**config.mk**
```make
export PLATFORM = sky130hd
export DESIGN_NAME = lbp_window_sequencer
export DESIGN_NICKNAME = d
export VERILOG_FILES = /design/src/rtl/lbp_window_sequencer_pkg.sv /design/src/rtl/lbp_window_regs.sv /design/src/rtl/lbp_window_sequencer.sv
export SDC_FILE = /design/constraint.sdc
export NUM_CORES = 1
export LEC_CHECK = 0
export ABC_AREA = 1
export CORE_MARGIN = 2
export CORE_UTILIZATION = 57
export CTS_CLUSTER_DIAMETER = 30
export DETAILED_ROUTE_END_ITERATION = 7
export PLACE_DENSITY = 0.95
export SYNTH_ARGS = -nofsm -noshare
export SYNTH_HDL_FRONTEND = slang
export SYNTH_SLANG_ARGS = --single-unit
export TNS_END_PERCENT = 50
```
**constraint.sdc**
```tcl
create_clock -name clk -period 5.14 [get_ports clk]
set_clock_uncertainty 0.2 [all_clocks]
set_input_delay 0.514 -clock clk [delete_from_list [all_inputs] [get_ports clk]]
set_output_delay 0.514 -clock clk [all_outputs]
set_load 0.02 [all_outputs]
```
**src/rtl/lbp_window_sequencer_pkg.sv**
```systemverilog
// Shared constants for the LBP window sequencer: FSM encodings, window byte
// layout and default image geometry.
package lbp_window_sequencer_pkg;

  typedef logic [7:0] pixel_t;

  localparam int IMG_W_DEF  = 8;
  localparam int IMG_H_DEF  = 8;

  localparam int WIN_BYTES  = 9;
  localparam int WIN_COLS   = 3;
  localparam int WIN_CENTRE = 4;

  localparam logic [2:0] ST_IDLE  = 3'd0;
  localparam logic [2:0] ST_FILL  = 3'd1;
  localparam logic [2:0] ST_SHIFT = 3'd2;
  localparam logic [2:0] ST_CAPT  = 3'd3;
  localparam logic [2:0] ST_VALID = 3'd4;
  localparam logic [2:0] ST_DONE  = 3'd5;

  // Raster byte index of window row i, column j.
  function automatic logic [3:0] win_byte_idx(input logic [1:0] i, input logic [1:0] j);
    return 4'(i) * 4'd3 + 4'(j);
  endfunction

endpackage

```
**src/rtl/lbp_window_regs.sv**
```systemverilog
// 3x3 pixel window storage: per-byte load, left shift of columns, and the
// packed raster output (byte k at [8k+:8]).
module lbp_window_regs
  import lbp_window_sequencer_pkg::*;
(
  input  logic        clk,
  input  logic        i_rst,
  input  logic        i_load,
  input  logic [3:0]  i_load_idx,
  input  pixel_t      i_load_data,
  input  logic        i_shift,
  output logic [71:0] o_win
);

  pixel_t r_px [WIN_BYTES];

  always_ff @(posedge clk or posedge i_rst) begin
    if (i_rst) begin
      for (int k = 0; k < WIN_BYTES; k++) r_px[k] <= '0;
    end else begin
      if (i_shift) begin
        for (int r = 0; r < WIN_COLS; r++) begin
          r_px[r*WIN_COLS]     <= r_px[r*WIN_COLS + 1];
          r_px[r*WIN_COLS + 1] <= r_px[r*WIN_COLS + 2];
        end
      end
      if (i_load) r_px[i_load_idx] <= i_load_data;
    end
  end

  for (genvar k = 0; k < WIN_BYTES; k++) begin : g_pack
    assign o_win[8*k +: 8] = r_px[k];
  end

endmodule

```
**src/rtl/lbp_window_sequencer.sv**
```systemverilog
// Fetch sequencer for the LBP datapath: scans interior pixels, builds each
// 3x3 window from gray memory (reusing two columns per step) and hands it off.
module lbp_window_sequencer
  import lbp_window_sequencer_pkg::*;
#(
  parameter int IMG_W  = IMG_W_DEF,
  parameter int IMG_H  = IMG_H_DEF,
  parameter int ADDR_W = 6
) (
  input  logic              clk,
  input  logic              reset,
  output logic [ADDR_W-1:0] gray_addr,
  output logic              gray_req,
  input  logic [7:0]        gray_data,
  output logic              win_valid,
  input  logic              win_ready,
  output logic [71:0]       win_data,
  output logic [ADDR_W-1:0] win_addr,
  output logic              finish
);

  localparam logic [ADDR_W-1:0] W_A      = ADDR_W'(IMG_W);
  localparam logic [ADDR_W-1:0] COL_LAST = ADDR_W'(IMG_W - 2);
  localparam logic [ADDR_W-1:0] ROW_LAST = ADDR_W'(IMG_H - 2);
  localparam logic [ADDR_W-1:0] ONE_A    = ADDR_W'(1);

  logic [2:0]        r_state;
  logic [ADDR_W-1:0] r_row;
  logic [ADDR_W-1:0] r_col;
  logic [1:0]        r_i;
  logic [1:0]        r_j;
  logic              r_cap_vld;
  logic [3:0]        r_cap_k;
  logic [ADDR_W-1:0] r_addr_hold;
  logic [ADDR_W-1:0] r_win_addr;

  logic              w_issue;
  logic              w_shift;
  logic [ADDR_W-1:0] w_issue_addr;

  // SHIFT keeps r_j at 2 so the same address formula yields column col+1.
  assign w_issue      = (r_state == ST_FILL) || (r_state == ST_SHIFT);
  assign w_issue_addr = (r_row - ONE_A + ADDR_W'(r_i)) * W_A + (r_col - ONE_A + ADDR_W'(r_j));
  assign w_shift      = (r_state == ST_VALID) && win_ready && (r_col < COL_LAST);

  assign gray_req  = w_issue;
  assign gray_addr = w_issue ? w_issue_addr : r_addr_hold;
  assign win_valid = (r_state == ST_VALID);
  assign win_addr  = r_win_addr;
  assign finish    = (r_state == ST_DONE);

  always_ff @(posedge clk or posedge reset) begin
    if (reset) begin
      r_state     <= ST_IDLE;
      r_row       <= ONE_A;
      r_col       <= ONE_A;
      r_i         <= 2'd0;
      r_j         <= 2'd0;
      r_cap_vld   <= 1'b0;
      r_cap_k     <= 4'd0;
      r_addr_hold <= '0;
      r_win_addr  <= '0;
    end else begin
      // Capture pointer trails the issue pointer by the memory's one-cycle latency.
      r_cap_vld <= w_issue;
      if (w_issue) begin
        r_cap_k     <= win_byte_idx(r_i, r_j);
        r_addr_hold <= w_issue_addr;
      end
      case (r_state)
        ST_IDLE: begin
          r_i     <= 2'd0;
          r_j     <= 2'd0;
          r_state <= ST_FILL;
        end
        ST_FILL: begin
          if (r_j == 2'd2) begin
            r_j <= 2'd0;
            if (r_i == 2'd2) begin
              r_i     <= 2'd0;
              r_state <= ST_CAPT;
            end else begin
              r_i <= r_i + 2'd1;
            end
          end else begin
            r_j <= r_j + 2'd1;
          end
        end
        ST_SHIFT: begin
          if (r_i == 2'd2) r_state <= ST_CAPT;
          else             r_i     <= r_i + 2'd1;
        end
        ST_CAPT: begin
          r_win_addr <= r_row * W_A + r_col;
          r_state    <= ST_VALID;
        end
        ST_VALID: begin
          if (win_ready) begin
            r_i <= 2'd0;
            if (r_col < COL_LAST) begin
              r_col   <= r_col + ONE_A;
              r_j     <= 2'd2;
              r_state <= ST_SHIFT;
            end else if (r_row < ROW_LAST) begin
              r_col   <= ONE_A;
              r_row   <= r_row + ONE_A;
              r_j     <= 2'd0;
              r_state <= ST_FILL;
            end else begin
              r_state <= ST_DONE;
            end
          end
        end
        ST_DONE: r_state <= ST_DONE;
        default: r_state <= ST_IDLE;
      endcase
    end
  end

  lbp_window_regs u_win (
    .clk         (clk),
    .i_rst       (reset),
    .i_load      (r_cap_vld),
    .i_load_idx  (r_cap_k),
    .i_load_data (gray_data),
    .i_shift     (w_shift),
    .o_win       (win_data)
  );

endmodule

```
==> results.py, run 1 <==
metrics = {
    "pwr": {
        "ir_drop_mv": 0.490,
        "internal-power_mw": 2.75,
        "seqPwrFrac_pct": 30.5,
        "comb_power_share_pct": 59.4,
        "p_per_area_nw_per_um2": 769,
        "swShare_pct": 47.2,
        "switching_power_mw": 2.46,
        "p_clk_share_pct": 10.1,
        "leakage_nw": 3.68,
    },
    "run": {
        "cap_viol_max_count": 0,
    },
    "synthesis": {
        "synthDistinctLibCells": 28,
        "ys_seq_area_share_pct": 48.5,
        "yosys_warnings": 0,
        "yosysTopAreaCell": "dfrtp_1",
        "synth_top_family_by_area": "simple AND/OR/NAND/NOR gates",
        "synth_nets": 770,
        "synth_enable_flop_cells": 0,
        "yosys_register_bits": 108,
        "synthAdderAreaFrac_pct": 5.92,
        "synth_compound_area_share_pct": 6.23,
        "synthTopCellsByCount": "nand2_1 (293), inv_1 (125), dfrtp_1 (106)",
        "synth_ff_type": "dfrtp_1",
        "yosysMostFrequentCell": "nand2_1",
        "syn_area_um2": 5580,
        "synth_area_per_cell_um2": 7.59,
        "synth.area.top_cells": "dfrtp_1 (48%), nand2_1 (20%), inv_1 (8.4%), ha_1 (4.5%), nand3_1 (4.0%)",
        "async_flop_share_pct": 100,
        "synthMuxAreaShare_pct": 0.202,
        "synthCells": 735,
        "synthSimpleGateAreaFrac_pct": 27.0,
        "synth_top_cell_area_share_pct": 47.5,
        "synth_xor_xnor_area_share_pct": 0.785,
    },
    "die": {
        "initial_core_util_pct": 57.9,
        "core_um2": 9640,
        "die_h_um": 103,
        "die_x_um": 103,
        "die-area_um2": 10600,
        "io_pins": 98,
        "std_cell_rows": 36,
    },
    "clock_tree": {
        "post_cts_buffers": 0,
        "cts_tree": "built",
        "numCtsBuffers": 9,
        "clock_sinks": 108,
        "clockBufferDepth": 2,
        "cts.clk_slew.worst_paths_ns": 0.11,
        "htree_levels": 3,
        "insertion_delay_ns": 0.38,
        "cts_resized": 0,
        "hold_buffers": 0,
        "root_buffer": "clkbuf_8",
    },
    "route": {
        "vias": 5087,
        "drc": 0,
        "wl_per_cell_um": 15.1,
        "drt_iter0_markers": 461,
        "finalWirelength_mm": 14.4,
        "drtPass1Iterations": 5,
        "ant_nets": 0,
        "viasPerCell": 5.32,
    },
    "worst_setup_path": {
        "r2r_end": "r_addr_hold[5]",
        "path_max_fanout": 5,
        "startpoint_type": "flip-flop",
        "crit_slowest_cell": "clkdlybuf4s50_1",
        "path_depth": 14,
        "critical_path.top_delay_family": "adder cells",
        "path_buf_inv": 5,
        "reg2reg_depth": 14,
        "cp-startpoint": "r_i[1]",
        "crit_path_end": "gray_addr[5]",
        "crit_type": "flip-flop to output pin",
        "worstSetupEndpointType": "output pin",
        "reg2reg_from": "r_i[1]",
        "cp.arrival_ns": 3.57,
        "worstPathCellList": "inv_1 -> ha_1 -> inv_1 -> ha_1 -> inv_1 -> ha_1 -> inv_1 -> ha_1 -> a21oi_1 -> nand3_1 -> nand3_1 -> nand3_1 -> nand2_1 -> clkdlybuf4s50_1",
        "critical_path.max_stage_delay_ns": 0.60,
        "required_ns": 4.43,
        "r2r_slack_ns": 2.23,
    },
    "cells_and_area": {
        "antenna_cells": 0,
        "area_growth_pct": 21.5,
        "fin_nets": 853,
        "drive_gt1_share_pct": 4.37,
    },
    "sta": {
        "fin_ws_ns": 0.859,
        "drv_slew": 0,
        "tns_ns": 0,
        "tightest_slew_ns": 1.07,
        "setup_viol": 0,
        "rsz0062_at_grt": "no",
        "final-hold-violation-count": 0,
        "fin_crit_ns": 4.28,
        "period_share_pct": 83.3,
        "fmax_mhz": 234,
        "relSlewSlack_pct": 28.7,
    },
    "placement": {
        "hpwlAfterDp_mm": 9.64,
        "numPortBuffers": 97,
        "pre_cts_slack_ns": 1.35,
        "place.gp.congestion": 0.905,
    },
    "global_route": {
        "grt.total_usage_pct": 28.9,
        "grt_antenna_before_repair": 0,
        "first_global_vias": 4899,
        "grt_max_degree": 91,
        "gr-total-overflow": 0,
        "grt_pass1_wl_mm": 23.6,
    },
    "status": {
        "status": "completed",
    },
    "worst_hold_path": {
        "hold_path.class": "flip-flop to flip-flop",
    },
}
[area by class of cell]
cell class | instances | area [um^2]
Clock buffer | 9 | 124
Clock inverter | 7 | 78.8
Fill cell | 698 | 2860
Inverter | 127 | 479
Multi-Input combinational cell | 473 | 2240
Sequential cell | 108 | 2710
Tap cell | 133 | 166
Timing Repair Buffer | 99 | 986
[placed cells by master, fill, tap and decap left out, drive strengths merged]
master | netlist | layout
nand2 | 295 | 295
inv | 127 | 130
dfrtp | 106 | 106
clkdlybuf4s50 | 0 | 97
o21ai | 60 | 60
nand3 | 47 | 47
nor2 | 33 | 33
ha | 20 | 20
clkbuf | 8 | 9
a21oi | 4 | 4
fa | 4 | 4
clkinv | 0 | 4
xor2 | 3 | 3
o22ai | 2 | 2
xnor2 | 2 | 2
buf | 19 | 2
dfstp | 2 | 2
or2 | 1 | 1
nor3 | 1 | 1
mux2 | 1 | 1
[how the worst min path moves through the flow]
stage	from	to	slack, ns	cells past startpoint
6_report	r_row[3]	r_row[3]	0.20	0
5_1_grt	r_row[5]	r_row[5]	0.20	0
4_1_cts	r_row[5]	r_row[5]	0.19	0
3_5_place_dp	r_row[5]	r_row[5]	0.17	0
3_3_place_gp	r_row[3]	r_row[3]	0.17	0
2_1_floorplan	r_row[3]	r_row[3]	0.23	1
[stage by stage]
stage	hold WS, ns	power (mW)	util (%)	cell area (um^2)	cells
floorplan	0.229	3.41	-	5580	735
global placement	0.166	4.50	68.2	6580	940
detailed placement	0.167	4.62	68.2	6580	940
CTS	0.193	5.20	70.3	6780	956
global route	0.203	5.63	70.3	6780	956
finish	0.195	5.21	70.3	6780	956
[worst reg2reg max path, stage by stage, from the launching register on]
cell	delay, ns
dfrtp_1	0.49
inv_1	0.13
ha_1	0.29
inv_1	0.04
ha_1	0.27
inv_1	0.04
ha_1	0.27
inv_1	0.04
ha_1	0.33
a21oi_1	0.24
nand3_1	0.15
nand2_1	0.10
nand2_1	0.05
nand3_1	0.06
nand2_1	0.08
[power by group through the flow]
stage | clock network [mW] | registers [mW] | logic (mW)
finish | 0.525 | 1.59 | 3.10
global route | 0.565 | 1.63 | 3.44
detailed placement | 0 | 1.59 | 3.03
global placement | 0 | 1.58 | 2.93
CTS | 0.528 | 1.58 | 3.09
floorplan | 0 | 1.91 | 1.50
[layer usage]
layer | GRT usage [%] | vias up | wire length [um]
met4 | 11.5 | 0 | 613
met1 | 40.5 | 2354 | 5950
met2 | 45.4 | 300 | 6560
li1 | - | 2372 | -
met3 | 4.75 | 61 | 1290
met5 | 0 | - | 0
[kinds of logic (layout without fill, tap and decap cells)]
kind of cell               Yosys count  after routing
xor gates and xnor gates             5              5
muxes                                1              1
DFF                                108            108
AOI/OAI and AO/OA                   66             66
and+or+nand+nor                    377            377
adders and majority gates           24             24
buffers and inverters              154            242
(Power assumes the default switching activity.)
==> run 2, diff against run 1 <==
Settings changed: CORE_UTILIZATION 57 to 48, PLACE_DENSITY 0.95 to 0.88.
Clock period 5.14 ns to 3.9 ns, I/O delays scaled along.
==> run 2 against run 1 <==
  * Flip-flop and latch count unchanged
  * Die area rose by 18%
  * Hold slack got worse by 0.010 ns
  * Via count shrank 2.0%
  * Utilization down 9.1 points
  * Largest power group unchanged
  * Register-to-register slack got worse by 1.0 ns
  * Sequential share of layout area decreased by 1.1 points
  * Combinational power is 31% higher
  * Critical endpoint is now gray_addr[4]
  * Clock power increased by 110%
  * Sequential power is 32% higher
  * Critical path type unchanged
  * Worst setup slack got worse by 0.67 ns
  * Highest routed layer unchanged
==> results.py, run 2 (same netlist as run 1, synthesis figures left out) <==
metrics = {
    "status": {
        "status": "completed",
    },
    "clock_tree": {
        "cts_tree": "built",
        "post_cts_buffers": 0,
        "cts.clk_slew.worst_paths_ns": 0.08,
        "root_buffer": "clkbuf_16",
        "clock_sinks": 108,
        "htree_levels": 3,
        "clockBufferDepth": 2,
        "numCtsBuffers": 9,
        "hold_buffers": 0,
        "cts_resized": 2,
        "insertion_delay_ns": 0.36,
    },
    "global_route": {
        "grt_antenna_before_repair": 0,
        "gr-total-overflow": 0,
        "grt_pass1_wl_mm": 24.2,
        "grt.total_usage_pct": 24.5,
        "grt_max_degree": 66,
        "first_global_vias": 4847,
    },
    "die": {
        "core_um2": 11400,
        "io_pins": 98,
        "std_cell_rows": 39,
        "die-area_um2": 12500,
        "die_x_um": 112,
        "die_h_um": 112,
        "initial_core_util_pct": 49.1,
    },
    "cells_and_area": {
        "fin_util_pct": 61.3,
        "area_growth_pct": 24.9,
        "layout_commonest_cell": "nand2_1",
        "antenna_cells": 0,
        "drive_gt1_share_pct": 4.61,
        "fin_nets": 854,
        "mostFrequentLayoutCells": "nand2_1 (293), inv_1 (124), dfrtp_1 (105), clkdlybuf4s50_1 (96), nand3_1 (45)",
    },
    "worst_setup_path": {
        "crit_type": "flip-flop to output pin",
        "worstPathCellList": "inv_1 -> ha_1 -> ha_1 -> inv_1 -> ha_1 -> a21oi_1 -> nand2_1 -> or2_2 -> nand3_1 -> nand2_1 -> clkdlybuf4s50_1",
        "cp.arrival_ns": 3.12,
        "startpoint_type": "flip-flop",
        "required_ns": 3.31,
        "path_buf_inv": 3,
        "r2r_slack_ns": 1.21,
        "reg2reg_depth": 14,
        "reg2reg_from": "r_i[1]",
        "r2r_end": "r_addr_hold[5]",
        "critical_path.top_delay_family": "adder cells",
        "path_max_fanout": 3,
        "worstSetupEndpointType": "output pin",
        "crit_path_frequent_cell": "ha_1",
        "critical_path.max_stage_delay_ns": 0.55,
        "crit_slowest_cell": "dfstp_2",
        "path_depth": 11,
        "crit_path_end": "gray_addr[4]",
        "cp-startpoint": "r_row[0]",
    },
    "sta": {
        "fin_ws_ns": 0.191,
        "rsz0062_at_grt": "no",
        "fin_crit_ns": 3.71,
        "tightest_slew_ns": 0.771,
        "relSlewSlack_pct": 48.3,
        "holdWs_ns": 0.185,
        "final-hold-violation-count": 0,
        "period_share_pct": 95.1,
        "tns_ns": 0,
        "setup_viol": 0,
        "fmax_mhz": 270,
        "drv_slew": 0,
    },
    "route": {
        "drc": 0,
        "wl_per_cell_um": 15.3,
        "drtPass1Iterations": 5,
        "finalWirelength_mm": 14.8,
        "viasPerCell": 5.16,
        "drt_iter0_markers": 393,
        "ant_nets": 0,
        "vias": 4987,
    },
    "worst_hold_path": {
        "worstHoldPathCells": 0,
        "hp-start": "r_row[4]",
        "hold_path.class": "flip-flop to flip-flop",
    },
    "placement": {
        "place.gp.congestion": 0.883,
        "hpwlAfterDp_mm": 10.1,
        "numPortBuffers": 97,
        "pre_cts_slack_ns": 0.295,
    },
    "pwr": {
        "p_clk_share_pct": 15.0,
        "ir_drop_mv": 0.854,
        "comb_power_share_pct": 56.1,
        "internal-power_mw": 4.03,
        "leakage_nw": 3.77,
        "switching_power_mw": 3.23,
        "swShare_pct": 44.4,
        "seqPwrFrac_pct": 28.9,
        "p_per_area_nw_per_um2": 1040,
    },
    "run": {
        "cap_viol_max_count": 0,
    },
}
==> run 2: cell count changes in the layout (fill, tap and decap cells not counted), sizes merged <==
cell,change
clkinv,-3
buf,+1
clkdlybuf4s50,-1
inv,-1
dlygate4sd2,+1
clkbuf,+1
bufinv,+3
==> run 2: how the worst min path moves through the flow <==
stage / endpoint / slack [ns]
CTS: r_row[4] / 0.18
floorplan: r_row[3] / 0.23
global route: r_row[4] / 0.19
detailed placement: r_row[4] / 0.17
global placement: r_row[5] / 0.17
finish: r_row[4] / 0.19
==> run 2: worst register-to-register path, stage by stage (launching register included) <==
cell	delay, ns
dfrtp_2	0.42
inv_1	0.09
ha_1	0.28
inv_1	0.04
ha_1	0.26
inv_1	0.04
ha_1	0.26
inv_1	0.04
ha_1	0.33
a21oi_1	0.22
nand2_1	0.08
nand2_1	0.08
nand3_1	0.08
nand3_1	0.09
nand2_1	0.07
==> run 2: area by class of cell <==
| class | instances | area [um^2] |
|---|---|---|
| fillers | 935 | 4400 |
| flip-flops and latches | 108 | 2710 |
| multi-input cells | 473 | 2240 |
| repair buffers | 100 | 1000 |
| inverters | 127 | 479 |
| clock buffers | 10 | 239 |
| well taps | 143 | 179 |
| clock inverters | 6 | 119 |
==> run 2: power groups by stage <==
stage	Sequential [mW]	Clock (mW)	Combinational [mW]
finish	2.10	1.09	4.07
CTS	2.09	1.09	4.08
global placement	2.08	0	3.90
detailed placement	2.10	0	4.03
global route	2.16	1.14	4.50
floorplan	2.51	0	1.98
==> run 2: stage by stage <==
step | cells | cell area (um^2) | power, mW
2_1_floorplan | 735 | 5580 | 4.49
3_3_place_gp | 951 | 6610 | 5.99
3_5_place_dp | 951 | 6610 | 6.13
4_1_cts | 967 | 6970 | 7.27
5_1_grt | 967 | 6970 | 7.80
6_report | 967 | 6970 | 7.26
==> run 2: layer usage <==
metal / part of all wire (%) / global-route usage (%) / vias up
met5: 0 / 0 / -
met2: 47 / 37.8 / 242
met4: 3.5 / 12.1 / 0
met1: 41 / 33.3 / 2325
met3: 8.7 / 4.95 / 44
li1: - / - / 2376
